`config.mk`:
```
export PLATFORM = sky130hd
export DESIGN_NAME = dm_arbiter_flat
export DESIGN_NICKNAME = d
export VERILOG_FILES = /design/src/rtl/dm_arbiter_if.sv /design/src/rtl/dm_arbiter.sv /design/src/flat_wrapper.sv
export SDC_FILE = /design/constraint.sdc
export NUM_CORES = 1
export LEC_CHECK = 0
export BUFFER_PORTS_ARGS = -buffer_cell sky130_fd_sc_hd__buf_2
export CAP_MARGIN = 20
export CELL_PAD_IN_SITES_DETAIL_PLACEMENT = 0
export CELL_PAD_IN_SITES_GLOBAL_PLACEMENT = 1
export CORE_MARGIN = 4
export CORE_UTILIZATION = 25
export CTS_BUF_LIST = sky130_fd_sc_hd__clkbuf_4 sky130_fd_sc_hd__clkbuf_8 sky130_fd_sc_hd__clkbuf_16
export DETAILED_ROUTE_END_ITERATION = 10
export GPL_ROUTABILITY_DRIVEN = 0
export GPL_TIMING_DRIVEN = 0
export PLACE_DENSITY = 0.81
export SYNTH_ARGS = -nofsm -noshare
export SYNTH_HDL_FRONTEND = slang
export SYNTH_SLANG_ARGS = --single-unit
```
`constraint.sdc`:
```
create_clock -name CLK -period 1.4 [get_ports CLK]
set_input_delay 0 -clock CLK [delete_from_list [all_inputs] [get_ports CLK]]
set_output_delay 0 -clock CLK [all_outputs]
set_load 0.05 [all_outputs]
```
`src/rtl/dm_arbiter_if.sv`:
```
// Request/response bundle for both dm_arbiter ports plus the DataMemory side.
// slave = arbiter view; master = requesters and memory view.
interface dm_arbiter_if;
    logic        REQ0, REQ1;
    logic        WE0, WE1;
    logic [2:0]  I0, I1;
    logic [31:0] A0, A1;
    logic [31:0] WD0, WD1;
    logic        GNT0, GNT1;
    logic        RVALID0, RVALID1;
    logic [31:0] RDATA0, RDATA1;
    logic        ERR0, ERR1;
    logic        M_WE;
    logic [2:0]  M_I;
    logic [31:0] M_A;
    logic [31:0] M_WD;
    logic [31:0] M_RD;

    modport slave (
        input  REQ0, REQ1, WE0, WE1, I0, I1, A0, A1, WD0, WD1, M_RD,
        output GNT0, GNT1, RVALID0, RVALID1, RDATA0, RDATA1, ERR0, ERR1,
        output M_WE, M_I, M_A, M_WD
    );

    modport master (
        output REQ0, REQ1, WE0, WE1, I0, I1, A0, A1, WD0, WD1, M_RD,
        input  GNT0, GNT1, RVALID0, RVALID1, RDATA0, RDATA1, ERR0, ERR1,
        input  M_WE, M_I, M_A, M_WD
    );
endinterface

```
`src/rtl/dm_arbiter.sv`:
```
// Two-port round-robin arbiter for DataMemory; each grant runs a fixed
// latch/drive/respond sequence and illegal accesses never reach the memory.
module dm_arbiter #(
    parameter int unsigned MEM_BYTES = 256
) (
    input logic          CLK,
    input logic          RSTn,
    dm_arbiter_if.slave  bus
);

    typedef enum logic [1:0] {StIdle, StAccess, StResp} state_e;

    state_e      r_state, w_state_next;
    logic        r_last, r_port, r_we, r_err;
    logic [2:0]  r_i;
    logic [31:0] r_a, r_wd;

    logic        w_req_any, w_pick1, w_grant;
    logic        w_we, w_err;
    logic [2:0]  w_i;
    logic [31:0] w_a, w_wd, w_rdata;

    assign w_req_any = bus.REQ0 | bus.REQ1;
    // Port 1 wins when alone, or on a tie when port 0 was granted last.
    assign w_pick1   = bus.REQ1 & (~bus.REQ0 | ~r_last);
    assign w_grant   = RSTn & (r_state == StIdle) & w_req_any;

    assign w_we = w_pick1 ? bus.WE1 : bus.WE0;
    assign w_i  = w_pick1 ? bus.I1  : bus.I0;
    assign w_a  = w_pick1 ? bus.A1  : bus.A0;
    assign w_wd = w_pick1 ? bus.WD1 : bus.WD0;

    always_comb begin
        w_err = 1'b0;
        case (w_i)
            3'd0:    w_err = 1'b0;
            3'd1:    w_err = w_a[0];
            3'd2:    w_err = |w_a[1:0];
            3'd4:    w_err = w_we;
            3'd5:    w_err = w_we | w_a[0];
            default: w_err = 1'b1;
        endcase
        if (w_a >= MEM_BYTES) begin
            w_err = 1'b1;
        end
    end

    always_comb begin
        w_state_next = r_state;
        case (r_state)
            StIdle:   if (w_req_any) w_state_next = StAccess;
            StAccess: w_state_next = StResp;
            StResp:   w_state_next = StIdle;
            default:  w_state_next = StIdle;
        endcase
    end

    always_ff @(posedge CLK) begin
        if (!RSTn) begin
            r_state <= StIdle;
            r_last  <= 1'b1;
            r_port  <= 1'b0;
            r_we    <= 1'b0;
            r_err   <= 1'b0;
            r_i     <= 3'd0;
            r_a     <= 32'd0;
            r_wd    <= 32'd0;
        end else begin
            r_state <= w_state_next;
            if (w_grant) begin
                r_last <= w_pick1;
                r_port <= w_pick1;
                r_we   <= w_we;
                r_err  <= w_err;
                r_i    <= w_i;
                r_a    <= w_a;
                r_wd   <= w_wd;
            end
        end
    end

    assign w_rdata = (~r_we & ~r_err) ? bus.M_RD : 32'd0;

    // Outputs are gated by RSTn so a reset cycle never writes or responds.
    always_comb begin
        bus.GNT0    = w_grant & ~w_pick1;
        bus.GNT1    = w_grant & w_pick1;
        bus.RVALID0 = 1'b0;
        bus.RVALID1 = 1'b0;
        bus.RDATA0  = 32'd0;
        bus.RDATA1  = 32'd0;
        bus.ERR0    = 1'b0;
        bus.ERR1    = 1'b0;
        bus.M_WE    = 1'b0;
        bus.M_I     = 3'd2;
        bus.M_A     = 32'd0;
        bus.M_WD    = 32'd0;
        if (RSTn && r_state == StAccess) begin
            bus.M_WE = r_we & ~r_err;
            bus.M_I  = r_i;
            bus.M_A  = r_a;
            bus.M_WD = r_wd;
        end
        if (RSTn && r_state == StResp) begin
            bus.M_I  = r_i;
            bus.M_A  = r_a;
            bus.M_WD = r_wd;
            if (r_port) begin
                bus.RVALID1 = 1'b1;
                bus.RDATA1  = w_rdata;
                bus.ERR1    = r_err;
            end else begin
                bus.RVALID0 = 1'b1;
                bus.RDATA0  = w_rdata;
                bus.ERR0    = r_err;
            end
        end
    end

endmodule

```
`src/flat_wrapper.sv`:
```
// flat-port wrapper written by rule: the top's interface ports become plain ports
module dm_arbiter_flat 
#(
    parameter int unsigned MEM_BYTES = 256
)
  (CLK, RSTn, bus_REQ0, bus_REQ1, bus_WE0, bus_WE1, bus_I0, bus_I1, bus_A0, bus_A1, bus_WD0, bus_WD1, bus_M_RD, bus_GNT0, bus_GNT1, bus_RVALID0, bus_RVALID1, bus_RDATA0, bus_RDATA1, bus_ERR0, bus_ERR1, bus_M_WE, bus_M_I, bus_M_A, bus_M_WD);
  dm_arbiter_if bus_i ();
  input logic CLK;
  input logic RSTn;
  input wire logic [$bits(bus_i.REQ0)-1:0] bus_REQ0;
  input wire logic [$bits(bus_i.REQ1)-1:0] bus_REQ1;
  input wire logic [$bits(bus_i.WE0)-1:0] bus_WE0;
  input wire logic [$bits(bus_i.WE1)-1:0] bus_WE1;
  input wire logic [$bits(bus_i.I0)-1:0] bus_I0;
  input wire logic [$bits(bus_i.I1)-1:0] bus_I1;
  input wire logic [$bits(bus_i.A0)-1:0] bus_A0;
  input wire logic [$bits(bus_i.A1)-1:0] bus_A1;
  input wire logic [$bits(bus_i.WD0)-1:0] bus_WD0;
  input wire logic [$bits(bus_i.WD1)-1:0] bus_WD1;
  input wire logic [$bits(bus_i.M_RD)-1:0] bus_M_RD;
  output wire logic [$bits(bus_i.GNT0)-1:0] bus_GNT0;
  output wire logic [$bits(bus_i.GNT1)-1:0] bus_GNT1;
  output wire logic [$bits(bus_i.RVALID0)-1:0] bus_RVALID0;
  output wire logic [$bits(bus_i.RVALID1)-1:0] bus_RVALID1;
  output wire logic [$bits(bus_i.RDATA0)-1:0] bus_RDATA0;
  output wire logic [$bits(bus_i.RDATA1)-1:0] bus_RDATA1;
  output wire logic [$bits(bus_i.ERR0)-1:0] bus_ERR0;
  output wire logic [$bits(bus_i.ERR1)-1:0] bus_ERR1;
  output wire logic [$bits(bus_i.M_WE)-1:0] bus_M_WE;
  output wire logic [$bits(bus_i.M_I)-1:0] bus_M_I;
  output wire logic [$bits(bus_i.M_A)-1:0] bus_M_A;
  output wire logic [$bits(bus_i.M_WD)-1:0] bus_M_WD;
  assign bus_i.REQ0 = bus_REQ0;
  assign bus_i.REQ1 = bus_REQ1;
  assign bus_i.WE0 = bus_WE0;
  assign bus_i.WE1 = bus_WE1;
  assign bus_i.I0 = bus_I0;
  assign bus_i.I1 = bus_I1;
  assign bus_i.A0 = bus_A0;
  assign bus_i.A1 = bus_A1;
  assign bus_i.WD0 = bus_WD0;
  assign bus_i.WD1 = bus_WD1;
  assign bus_i.M_RD = bus_M_RD;
  assign bus_GNT0 = bus_i.GNT0;
  assign bus_GNT1 = bus_i.GNT1;
  assign bus_RVALID0 = bus_i.RVALID0;
  assign bus_RVALID1 = bus_i.RVALID1;
  assign bus_RDATA0 = bus_i.RDATA0;
  assign bus_RDATA1 = bus_i.RDATA1;
  assign bus_ERR0 = bus_i.ERR0;
  assign bus_ERR1 = bus_i.ERR1;
  assign bus_M_WE = bus_i.M_WE;
  assign bus_M_I = bus_i.M_I;
  assign bus_M_A = bus_i.M_A;
  assign bus_M_WD = bus_i.M_WD;
  dm_arbiter #(.MEM_BYTES(MEM_BYTES)) u_core (.CLK(CLK), .RSTn(RSTn), .bus(bus_i));
endmodule
```
==> results by group <==
Status
  • Status: finished, violations left
  • Failing checks: negative hold slack, negative setup slack

Timing
  • Final hold slack: -5.716 ps
  • Worst Clk Skew: between 5 and 6 ps
  • Worst-Margin Slew: 654.4 ps
  • Final Hold Vio Count: 1
  • RSZ-0062 raised after global routing: true
  • Slew HR: 56.37%
  • Tmin final: ~1700 ps
  • Setup ws final: -315.2 ps
  • Setup-failing EPs final: between 200 and 250
  • Setup TNS: -48160 ps
  • Slew Limit Fails: 0
  • Fmax: 583.0 MHz
  • Period utilisation layout: 122.5%

Global route
  • All-Layer GR Usage: 24.21%
  • Pin count of the biggest net entering global routing: 12
  • Vias in the first global route: 6348
  • First-pass GRT wire length: 34.79 mm
  • Initial antenna violation count: 3
  • Grt total ovfl: 0

Route
  • Drt via density: 5.213
  • Drt wl/cell: 21.87 um
  • Drt pass-1 iters: 7
  • Via Count: 6047
  • Routed WL: 25.37 mm
  • Iter 0 DRT Violations: 417
  • Drt drc: 0
  • Routed Antenna Nets: 0

Clock network
  • Root buf cell: clkbuf_16
  • Worst-path clk slew: roughly 60 ps
  • Worst-case clock buffer depth: 2
  • Inserted Clock Buffers: 9
  • Clk Latency, worst-skew pair: 330 ps
  • CTS tree: built
  • CTS H-tree depth: 3
  • CTS sink count: 73

Flow run
  • Max Cap Viol: 0

Synthesis
  • Seq/Total Area, Yosys: between 30 and 40%
  • Cell variety after synth: 32
  • Syn_nets: roughly 650
  • Simple-Gate Fraction of Synth Area: 34.02%
  • Synth Area in Compound Gates: 17.42%
  • Post-synthesis adder-cell area fraction: 0%
  • Synthesis-stage register bit count: 73
  • Multiplexer share of the synthesized area: 7.028%
  • Syn Inst Count: 482
  • Syn_area_per_cell: ~8.6 um2
  • Largest family of logic cells by synthesized area: simple AND/OR/NAND/NOR gates
  • Post-Syn Area: 4130 um2
  • Synth Warn #: 0
  • XOR/XNOR share of the synthesized area: 0.2121%

Power and ir drop
  • Total power: 7.198 mW
  • Cell Pwr Density: around 690 nW/um2
  • LEAKAGE: 4.835 nW
  • Peak supply drop: 0.6487 mV

Placed design
  • Dpl hpwl: approximately 15 mm
  • Port bufs: 309
  • Post-Place Worst Slack: -499.9 ps

Final layout
  • Most common cell after layout, fill and taps aside: buf_2
  • Layout cell share with drive strength beyond 1: 63.39%
  • Final Net Count: 1107
  • Most frequent cells in the layout: 171 x buf_2, 147 x buf_8, 115 x and3_4
  • Filler cell count: about 1200
  • Fin util: between 60 and 70%
  • Layout Area Growth over Synthesis: 151.3%

Setup path
  • WP data required: 1400 ps
  • Setup crit start kind: flip-flop
  • Maximum fanout along the worst path: 8
  • Kind of end point of the critical path: output pin
  • Worst setup path category: flip-flop to output pin
  • Arrival time worst endpoint: ~1700 ps

Floorplan
  • Rows: 46
  • Die height: 136.5 um
  • # IOs: 310
  • Core ar.: ~16000 um2
  • Die Width: 136.5 um
  • Die area: between 15000 and 20000 um2
  • Initial Utilization: 25.72%

Hold path
  • Hold WC Path Type: input pin to flip-flop
cells in the mapped netlist:
cell / n / share of area (%)
nand4b_1: 1 / 0.21
nand3_1: 3 / 0.36
buf_4: 1 / 0.18
nand3b_1: 1 / 0.18
a21boi_1: 1 / 0.18
or4_1: 1 / 0.18
o22ai_1: 4 / 0.61
nor2_1: 8 / 0.73
clkbuf_1: 35 / 3.2
inv_2: 3 / 0.27
a21oi_1: 1 / 0.12
buf_2: 18 / 2.2
nor3_1: 10 / 1.2
a31oi_1: 1 / 0.15
xor2_1: 1 / 0.21
nand4_1: 3 / 0.45
o21ai_1: 1 / 0.12
nand2_1: 33 / 3.0
and3_1: 131 / 20
nor3b_2: 2 / 0.61
o211a_1: 29 / 7.0
o21ai_0: 12 / 1.5
mux2i_1: 29 / 7.0
clkbuf_2: 1 / 0.12
nor4_1: 8 / 1.2
nand2b_1: 1 / 0.15
nand2_2: 1 / 0.15
a222oi_1: 32 / 7.8
and3b_1: 2 / 0.42
and2_1: 2 / 0.30
nor2b_1: 33 / 5.0
dfxtp_1: 73 / 35
report_power, final:
group	internal [mW]	switching [mW]	total, mW
Clock	1.16	0.892	2.05
Sequential	2.25	0.125	2.38
Combinational	1.42	1.35	2.77
Total	4.83	2.36	7.20
stage by stage:
| stage | instance area, um2 | instances |
|---|---|---|
| after floorplan | 4305 | 482 |
| after global routing | 10370 | 1156 |
| after detailed placement | 6122 | 1007 |
| final | 10380 | 1160 |
| after global placement | 6122 | 1007 |
| after CTS | 9479 | 1143 |
routing by layer:
metal  global-route usage, %  part of all wire, %
met5                       0                    0
met4                   8.455                  2.8
met3                   5.368                  6.7
met2                   43.48                   51
met1                   28.23                   39
sequential cells by signal (all words and copies together), names as in the netlist:
register,flops
u_core.r_a,32
u_core.r_wd,32
u_core.r_i,3
u_core.r_state,2
u_core.r_err,1
u_core.r_last,1
u_core.r_port,1
u_core.r_we,1
worst max-delay path, cell delays in order (launching register included):
cell and delay, ps:
dfxtp_4 430, xor2_4 250, buf_12 190, clkbuf_16 150, and3_4 200, buf_8 140
what timing repair did:
item,4_1_cts,5_1_grt
resized for setup,522,218
endpoints found under the setup margin,209,210
hold buffers,73,2
buffers inserted,35,7
pin swaps,60,61
gates cloned,15,6
hold endpoints to repair,37,2
final cells by class:
type	instances	area (um2)	share of cell area, %
repair buffers	442	4458	42.96
multi-input cells	352	3269	31.50
flip-flops and latches	73	1470	14.17
plain buffers	54	599.3	5.775
well taps	216	270.3	2.604
clock buffers	9	225.2	2.170
inverters	3	43.79	0.4220
clock inverters	4	23.77	0.2291
diodes	7	17.52	0.1688
worst paths after layout:
check | start | to | slack, ps | depth (start not counted)
min reg2reg | u_core.r_a[15] | u_core.r_a[15] | 490 | 1
min | bus_A1[5] | u_core.r_a[5] | -6 | 3
max | u_core.r_state[0] | bus_M_A[27] | -320 | 5
max reg2reg | u_core.r_state[0] | u_core.r_wd[16] | -250 | 7
cells by family after synthesis:
logic type	Yosys count
simple gates	240
compound gates	81
flops	73
buf+inv	58
mux	29
xor+xnor	1
No activity file was read; power rests on OpenSTA's default activity.
